$ cat config.mk
export PLATFORM = sky130hd
export DESIGN_NAME = de2_qsys_cpu_oci_dct_ctrl
export DESIGN_NICKNAME = d
export VERILOG_FILES = /design/src/rtl/de2_qsys_cpu_oci_dct_ctrl.sv
export SDC_FILE = /design/constraint.sdc
export NUM_CORES = 1
export LEC_CHECK = 0
export CELL_PAD_IN_SITES_DETAIL_PLACEMENT = 1
export CELL_PAD_IN_SITES_GLOBAL_PLACEMENT = 1
export CORE_ASPECT_RATIO = 1.2
export CORE_UTILIZATION = 27
export DETAILED_ROUTE_END_ITERATION = 8
export GPL_TIMING_DRIVEN = 0
export PLACE_DENSITY_LB_ADDON = 0.1
export SKIP_LAST_GASP = 1
export SYNTH_ARGS = -nofsm -noshare
export SYNTH_HDL_FRONTEND = slang
export SYNTH_SLANG_ARGS = --single-unit
$ cat constraint.sdc
create_clock -name clk -period 2.4 [get_ports clk]
set_input_delay 0.48 -clock clk [delete_from_list [all_inputs] [get_ports clk]]
set_output_delay 0.48 -clock clk [all_outputs]
set_load 0.03 [all_outputs]
$ cat src/rtl/de2_qsys_cpu_oci_dct_ctrl.sv
// Trace atom packer: packs 2-bit atoms into words of up to MAX_ATOMS atoms and
// hands them to trace memory with one word of double buffering.
module de2_qsys_cpu_oci_dct_ctrl #(
    parameter int unsigned MAX_ATOMS = 15
) (
    input  logic        clk,
    input  logic        reset_n,
    input  logic        trace_en,
    input  logic        atom_valid,
    input  logic [1:0]  atom,
    input  logic        flush,
    input  logic        tm_wr_ack,
    output logic        tm_wr_req,
    output logic [33:0] tm_wr_data,
    output logic [29:0] dct_buffer,
    output logic [3:0]  dct_count,
    output logic        overflow,
    output logic        busy
);

    localparam logic [3:0] MAX_CNT = 4'(MAX_ATOMS);

    typedef enum logic [1:0] {IDLE, RUN, PEND} state_t;

    state_t      state, state_n;
    logic [29:0] buffer_n;
    logic [3:0]  count_n;
    logic        req_n;
    logic [33:0] data_n;
    logic        ovf_n;
    logic        fpend, fpend_n;
    logic        en_q;
    logic        take;
    logic        full;
    logic [29:0] sh_buffer;
    logic [3:0]  sh_count;

    always_ff @(posedge clk or negedge reset_n) begin
        if (!reset_n) begin
            state      <= IDLE;
            dct_buffer <= '0;
            dct_count  <= '0;
            tm_wr_req  <= 1'b0;
            tm_wr_data <= '0;
            overflow   <= 1'b0;
            fpend      <= 1'b0;
            en_q       <= 1'b0;
        end else begin
            state      <= state_n;
            dct_buffer <= buffer_n;
            dct_count  <= count_n;
            tm_wr_req  <= req_n;
            tm_wr_data <= data_n;
            overflow   <= ovf_n;
            fpend      <= fpend_n;
            en_q       <= trace_en;
        end
    end

    always_comb begin
        take      = atom_valid & trace_en;
        full      = (dct_count == MAX_CNT);
        sh_buffer = {dct_buffer[27:0], atom};
        sh_count  = dct_count + 4'd1;
        state_n   = state;
        buffer_n  = dct_buffer;
        count_n   = dct_count;
        req_n     = tm_wr_req;
        data_n    = tm_wr_data;
        fpend_n   = fpend;
        // a trace_en rising edge clears overflow; a drop in the same cycle wins
        ovf_n     = overflow & ~(trace_en & ~en_q);

        case (state)
            IDLE, RUN: begin
                if (take) begin
                    buffer_n = sh_buffer;
                    count_n  = sh_count;
                end
                fpend_n = 1'b0;
                // trace_en low drains the partial word exactly like a flush
                if ((take && sh_count == MAX_CNT) ||
                    ((flush | fpend | ~trace_en) && dct_count != 4'd0)) begin
                    data_n   = {count_n, buffer_n};
                    req_n    = 1'b1;
                    buffer_n = '0;
                    count_n  = '0;
                    state_n  = PEND;
                end else if (!trace_en) begin
                    state_n = IDLE;
                end else begin
                    state_n = RUN;
                end
            end

            PEND: begin
                if (tm_wr_ack) begin
                    if (full) begin
                        data_n   = {MAX_CNT, dct_buffer};
                        buffer_n = take ? {28'b0, atom} : '0;
                        count_n  = take ? 4'd1 : 4'd0;
                        fpend_n  = 1'b0;
                    end else if (take && sh_count == MAX_CNT) begin
                        data_n   = {MAX_CNT, sh_buffer};
                        buffer_n = '0;
                        count_n  = '0;
                        fpend_n  = 1'b0;
                    end else begin
                        req_n   = 1'b0;
                        state_n = RUN;
                        if (take) begin
                            buffer_n = sh_buffer;
                            count_n  = sh_count;
                        end
                        if (flush && dct_count != 4'd0) fpend_n = 1'b1;
                    end
                end else begin
                    if (full) begin
                        if (take) ovf_n = 1'b1;
                    end else if (take) begin
                        buffer_n = sh_buffer;
                        count_n  = sh_count;
                    end
                    if (flush && dct_count != 4'd0) fpend_n = 1'b1;
                end
            end

            default: state_n = IDLE;
        endcase
    end

    assign busy = (dct_count != 4'd0) | tm_wr_req;

endmodule

### Yosys cells after proc, flatten, opt, wreduce, memory -nomap -nowiden

Index checks and enable logic that the tools add are counted.

* flip-flop bits (word level): 74
* bits in latches: 0
* RAM bits: 0
* bits in read-only memories: 0
* word-level logic and storage cells: 81
* memories kept: 0

* $add $sub $neg: 1
* multiply operators: 0
* divide/modulo/power cells: 0
* $lt $le $gt $ge: 0
* equal/unequal tests: 10
* shift-type cells: 0
* muxes and demuxes: 41
* bitwise operators: 9
* reduce and logical (&&, ||, !) cells: 12

Operator list (number)
* 30-bit 2-to-1 mux: 6
* 34-bit 2-to-1 mux: 4
* 34-bit one-hot mux with 2 select lines: 1
* 30-bit one-hot mux with 2 select lines: 1
* 4-bit 2-to-1 mux: 6
* 1-bit 2-to-1 mux: 14
* 2-bit 2-to-1 mux: 5
* 4-bit == test (second input constant): 2
* 2-bit != test (second input constant): 4
* 4-bit one-hot mux with 2 select lines: 1
* 3-bit != test (second input constant): 2
* 5-bit AND reduction: 1
* 4-bit by 1-bit adder with 4-bit output (second input constant): 1
* 1-bit one-hot mux with 2 select lines: 2
* 2-bit one-hot mux with 2 select lines: 1
* 4-bit AND reduction: 1
* 4-bit nonzero test: 1
* 1-bit bitwise AND: 3
* 1-bit logical AND: 3
* 1-bit NOT: 3
* 1-bit bitwise OR: 3
* 3-bit AND reduction: 1
* 2-bit by 1-bit == test with 1-bit output (second input constant): 1
* 2-bit == test (second input constant): 1
* other kinds (5): 5

### Depth between registers and ports, before layout

* depth after elaboration: 8
* gate-level depth with buffers: 9

### Worst setup path before layout

OpenSTA, ideal clock, no wires.

* kind: flip-flop to flip-flop
* start: register dct_count[1]
* end: register tm_wr_data[20]
* library setup time: 0.127 ns
* data arrival time: 2.126 ns
* path slack: 0.146 ns
* cell stages (with the launch flop): 8
* buffers on the path: 1
* period minus slack after synthesis: 2.254 ns
* cell sequence: dfrtp_1 ha_1 and3_1 nor2_1 a21oi_1 buf_2 mux2_2 mux2_1

* word-level cells in the longest chain between the ends: 6
* elaborated cells on any way between the ends: 13
* classes of those cells: add/sub: 1; eq/ne: 4; mux: 3; reduce/logical: 5

Ends and longest elaborated chain
* from (decl): line 16 `output logic [3:0] dct_count,`
* from (signal assigned): line 51 `dct_count <= count_n;`
* 4-bit by 1-bit adder with 4-bit output: line 64 `sh_count = dct_count + 4'd1;`
* 4-bit == test: line 82, 103
* 1-bit logical AND: line 82, 103
* 1-bit logical OR: line 82 `if ((take && sh_count == MAX_CNT) ||`
* 2-bit != test (no line)
* 4-bit AND reduction (no line)
* to (signal assigned): line 53 `tm_wr_data <= data_n;`
* to (decl): line 14 `output logic [33:0] tm_wr_data,`

Parallel ways exist; a longest one is shown, timed or not. The select of a mux whose other input is x is not followed.
A chain may end at the register's enable or synchronous reset.

### Worst setup path in the final report

* start: register dct_count[0]
* end: register tm_wr_data[2]

Same word-level chain as after synthesis.

==> summary.txt <==
Timing
  • Period utilisation layout: 95.2%
  • Setup repair after global routing missed its margin: true
  • Number of hold violations in the final report: 0
  • FMAX: 0.438 GHz
  • Final-report setup violation count: 0
  • Slew Viols, Final: 0
  • Final WS setup: 0.116 ns
  • Slew HR: 74.3%
  • Tightest Pin Transition: 0.386 ns
  • Minimum clock period after layout: 2.28 ns
  • Final Skew: 0.00709 ns

Critical path
  • Critical Path Max Stage Delay: 0.44 ns
  • CP delay by family, top: compound AO/OA/AOI/OAI gates
  • Reg2Reg Depth: 8
  • CP cell instances: inv_1 > ha_1 > nor3b_4 > a21oi_1 > a21oi_2 > o21ai_4 > buf_6 > mux2_2
  • Crit-path slowest cell: dfrtp_1
  • Required @ worst endpoint: 2.61 ns
  • CP bufs+invs: 2
  • WS Path Type: flop to flop
  • Worst Path Max Fanout: 10
  • CP Depth: 8
  • CP Launch Type: flop
  • Nature of the critical path endpoint: flop
  • Crit path DAT: 2.50 ns

Finish
  • Area Growth Syn to Fin: 38.6%
  • Layout cells sized above 1: 29.0%
  • Finished layout cell area: 4930 sq um
  • Nets@finish: 371
  • # diodes: 0
  • Fin util: 38.6%
  • Non-filler cells, final: 529
  • Filler Cell Count: 1372

Power and ir drop
  • Pwr/cell area: 1060 nW/um^2
  • Max VDD drop: 0.000418 V
  • Power Total: 0.00524 W
  • LEAKAGE: 2.27 nW

Placed design
  • Hpwl dp: 6.36 mm
  • DP Worst Slack: -0.503 ns
  • IO Port Bufs: 78
  • Dpl cells: 512
  • GPL Wtd Cong: 0.781
  • Area after DPL: 4570 sq um

Logic synthesis
  • Post-synthesis sequential area ratio: 52.0%
  • Syn_nets: 280
  • Post-synth EDFFs: 0
  • Syn Area/Cell: 13.2 sq um
  • Ys Warns: 0
  • Cell area after synthesis: 3560 sq um
  • Mapped Cells: 269
  • Primary FF master, synth: dfrtp_1
  • Distinct cells, synth: 47
  • Post-synth ARST share: 100%
  • Flops & latches, synth: 74

Outcome
  • Status: complete, no violations

Drt
  • Routed len/inst: 17.1 microns
  • Top Layer Used: met4
  • Metal-1 WL: 4.37 mm
  • Drt initial violations: 66
  • DR vias: 2574
  • Drt total wl: 9.07 mm
  • Initial DRT Pass Iterations: 4
  • Post-detailed-route count of antenna-violating nets: 0
  • Via density: 4.87
  • DR WL met2: 4.16 mm
  • Residual DRC: 0
  • Wire length on met3: 372 microns

Clocking
  • CTS H-tree depth: 3
  • TritonCTS Buffers: 9
  • Root buf cell: clkbuf_16
  • Clock Sinks: 74
  • Clk slew on worst S/H paths: 0.06 ns
  • Clock Latency Late Sink: 0.33 ns
  • Clk buf depth: 2
  • CTS tree: yes
  • Post-CTS Hold Buffers: 0

Floorplan
  • Placeable Area: 12800 sq um
  • Num ports: 79
  • Initial Util: 27.8%
  • Cell row count: 45
  • Die area: 13600 sq um
  • Die X: 107 microns
  • Die Y: 128 microns

Global route
  • Antenna violations before repair: 0
  • Global-route wire length before repair: 15.2 mm
  • Maximum number of pins on one net before global-route repair: 63
  • Global Route Usage Sum: 14.5%
  • Gr ovfl total: 0
  • Vias in the first global route: 2717

Worst hold path
  • Hold Path Class: input port to async pin

Job
  • Max-cap violation count: 0
-- cells in the final DEF (no fill, tap or decap), types with 2 or more instances in the layout --
master           Yosys  layout
a21oi_1             11      10
nand3_2              1       2
buf_6                6       6
nand3_1              3       2
a22o_1              30      30
inv_1                3       3
o21ai_0              3       3
a2bb2oi_1            3       3
a21o_1               2       2
a21oi_2              1       2
mux2_1               8       8
nand2b_1             6       6
mux2_2              54      54
o221ai_1             2       2
ha_1                 3       3
nand2_1              6       6
inv_6                0       2
clkbuf_16            0       9
clkinv_2             0       2
buf_2                8       5
and3_1               4       4
bufinv_16            0       2
and2_1               3       3
nor2_1               8       8
o21a_1               2       2
xnor2_1              2       2
buf_4                2       7
dfrtp_1             74      73
clkdlybuf4s50_1      0      75
-- power breakdown --
part | switching (W) | leakage (nW) | internal (W) | total [W]
registers | 0.000190 | 1.00 | 0.00146 | 0.00165
logic | 0.00117 | 1.11 | 0.000952 | 0.00212
clock network | 0.000535 | 0.163 | 0.000942 | 0.00148
-- final timing paths --
check | to | slack [ns] | start
max in group asynchronous | dct_count[1]$_DFFE_PN0P_ | 1.79 | reset_n
max reg2reg | tm_wr_data[2]$_DFFE_PN0P_ | 0.12 | dct_count[0]$_DFFE_PN0P_
min in group clk | en_q$_DFF_PN0_ | 0.44 | trace_en
min reg2reg | tm_wr_data[20]$_DFFE_PN0P_ | 0.49 | tm_wr_data[20]$_DFFE_PN0P_
min | dct_count[2]$_DFFE_PN0P_ | 0.009 | reset_n
max | tm_wr_data[2]$_DFFE_PN0P_ | 0.12 | dct_count[0]$_DFFE_PN0P_
-- cell families after synthesis --
group / count (synthesis) / share of synthesized area, %
fa+ha+maj: 3 / 1.05
xor+xnor: 4 / 1.20
simple gates: 39 / 6.58
compound gates: 68 / 15.8
flops: 74 / 52.0
mux: 62 / 19.6
buf+inv: 19 / 3.76
-- cell usage after synthesis (2+ instances only) --
cell       count  area share (%)
o21a_1         2            0.42
o21ai_0        3            0.42
o21ai_1        2            0.28
inv_1          3            0.32
a21oi_1       11             1.5
mux2_2        54              17
a21o_1         2            0.42
dfrtp_1       74              52
buf_2          8             1.1
and3_1         4            0.70
buf_6          6             1.9
o221ai_1       2            0.49
xnor2_1        2            0.49
nand2_1        6            0.63
mux2_1         8             2.5
and2_1         3            0.53
a22o_1        30             7.4
nor2_1         8            0.84
nand2b_1       6             1.1
nand3_1        3            0.42
a2bb2oi_1      3            0.74
ha_1           3             1.1
buf_4          2            0.42
-- flip-flops by register name, summed over array words and instances (netlist names) --
signal      count
dct_buffer     30
dct_count       4
en_q            1
fpend           1
overflow        1
state           2
tm_wr_data     34
tm_wr_req       1
-- timing repair --
| item | in CTS | in global routing |
|---|---|---|
| gates resized for setup | 6 | 4 |
| setup endpoints to repair | 43 | 63 |
| pin swaps | 1 | 0 |
| endpoints found under the hold margin | 0 | 0 |
| cloned | 0 | 0 |
| buffers inserted | 1 | 0 |
-- per-stage QoR --
stage	TNS, ns	hold WS [ns]
6_report	0	0.00936
5_1_grt	-0.0835	0.0174
4_1_cts	0	0.00294
3_5_place_dp	-20.69	0.365
3_3_place_gp	-170.69	0.463
2_1_floorplan	0	0.184
-- layer usage --
layer	global-route usage, %	vias up
met3	2.59	12
li1	-	1197
met5	0	-
met1	20.1	1303
met4	7.33	0
met2	21.7	62
-- layout make-up --
cell class	instances	area [sq um]	share of cell area, %
Timing Repair Buffer	80	815	16.5
Multi-Input combinational cell	176	1590	32.3
Clock buffer	10	239	4.85
Tap cell	164	205	4.16
Buffer	16	130	2.64
Clock inverter	6	87.6	1.78
Inverter	3	11.3	0.228
Sequential cell	74	1850	37.6
(Power assumes the default switching activity.)
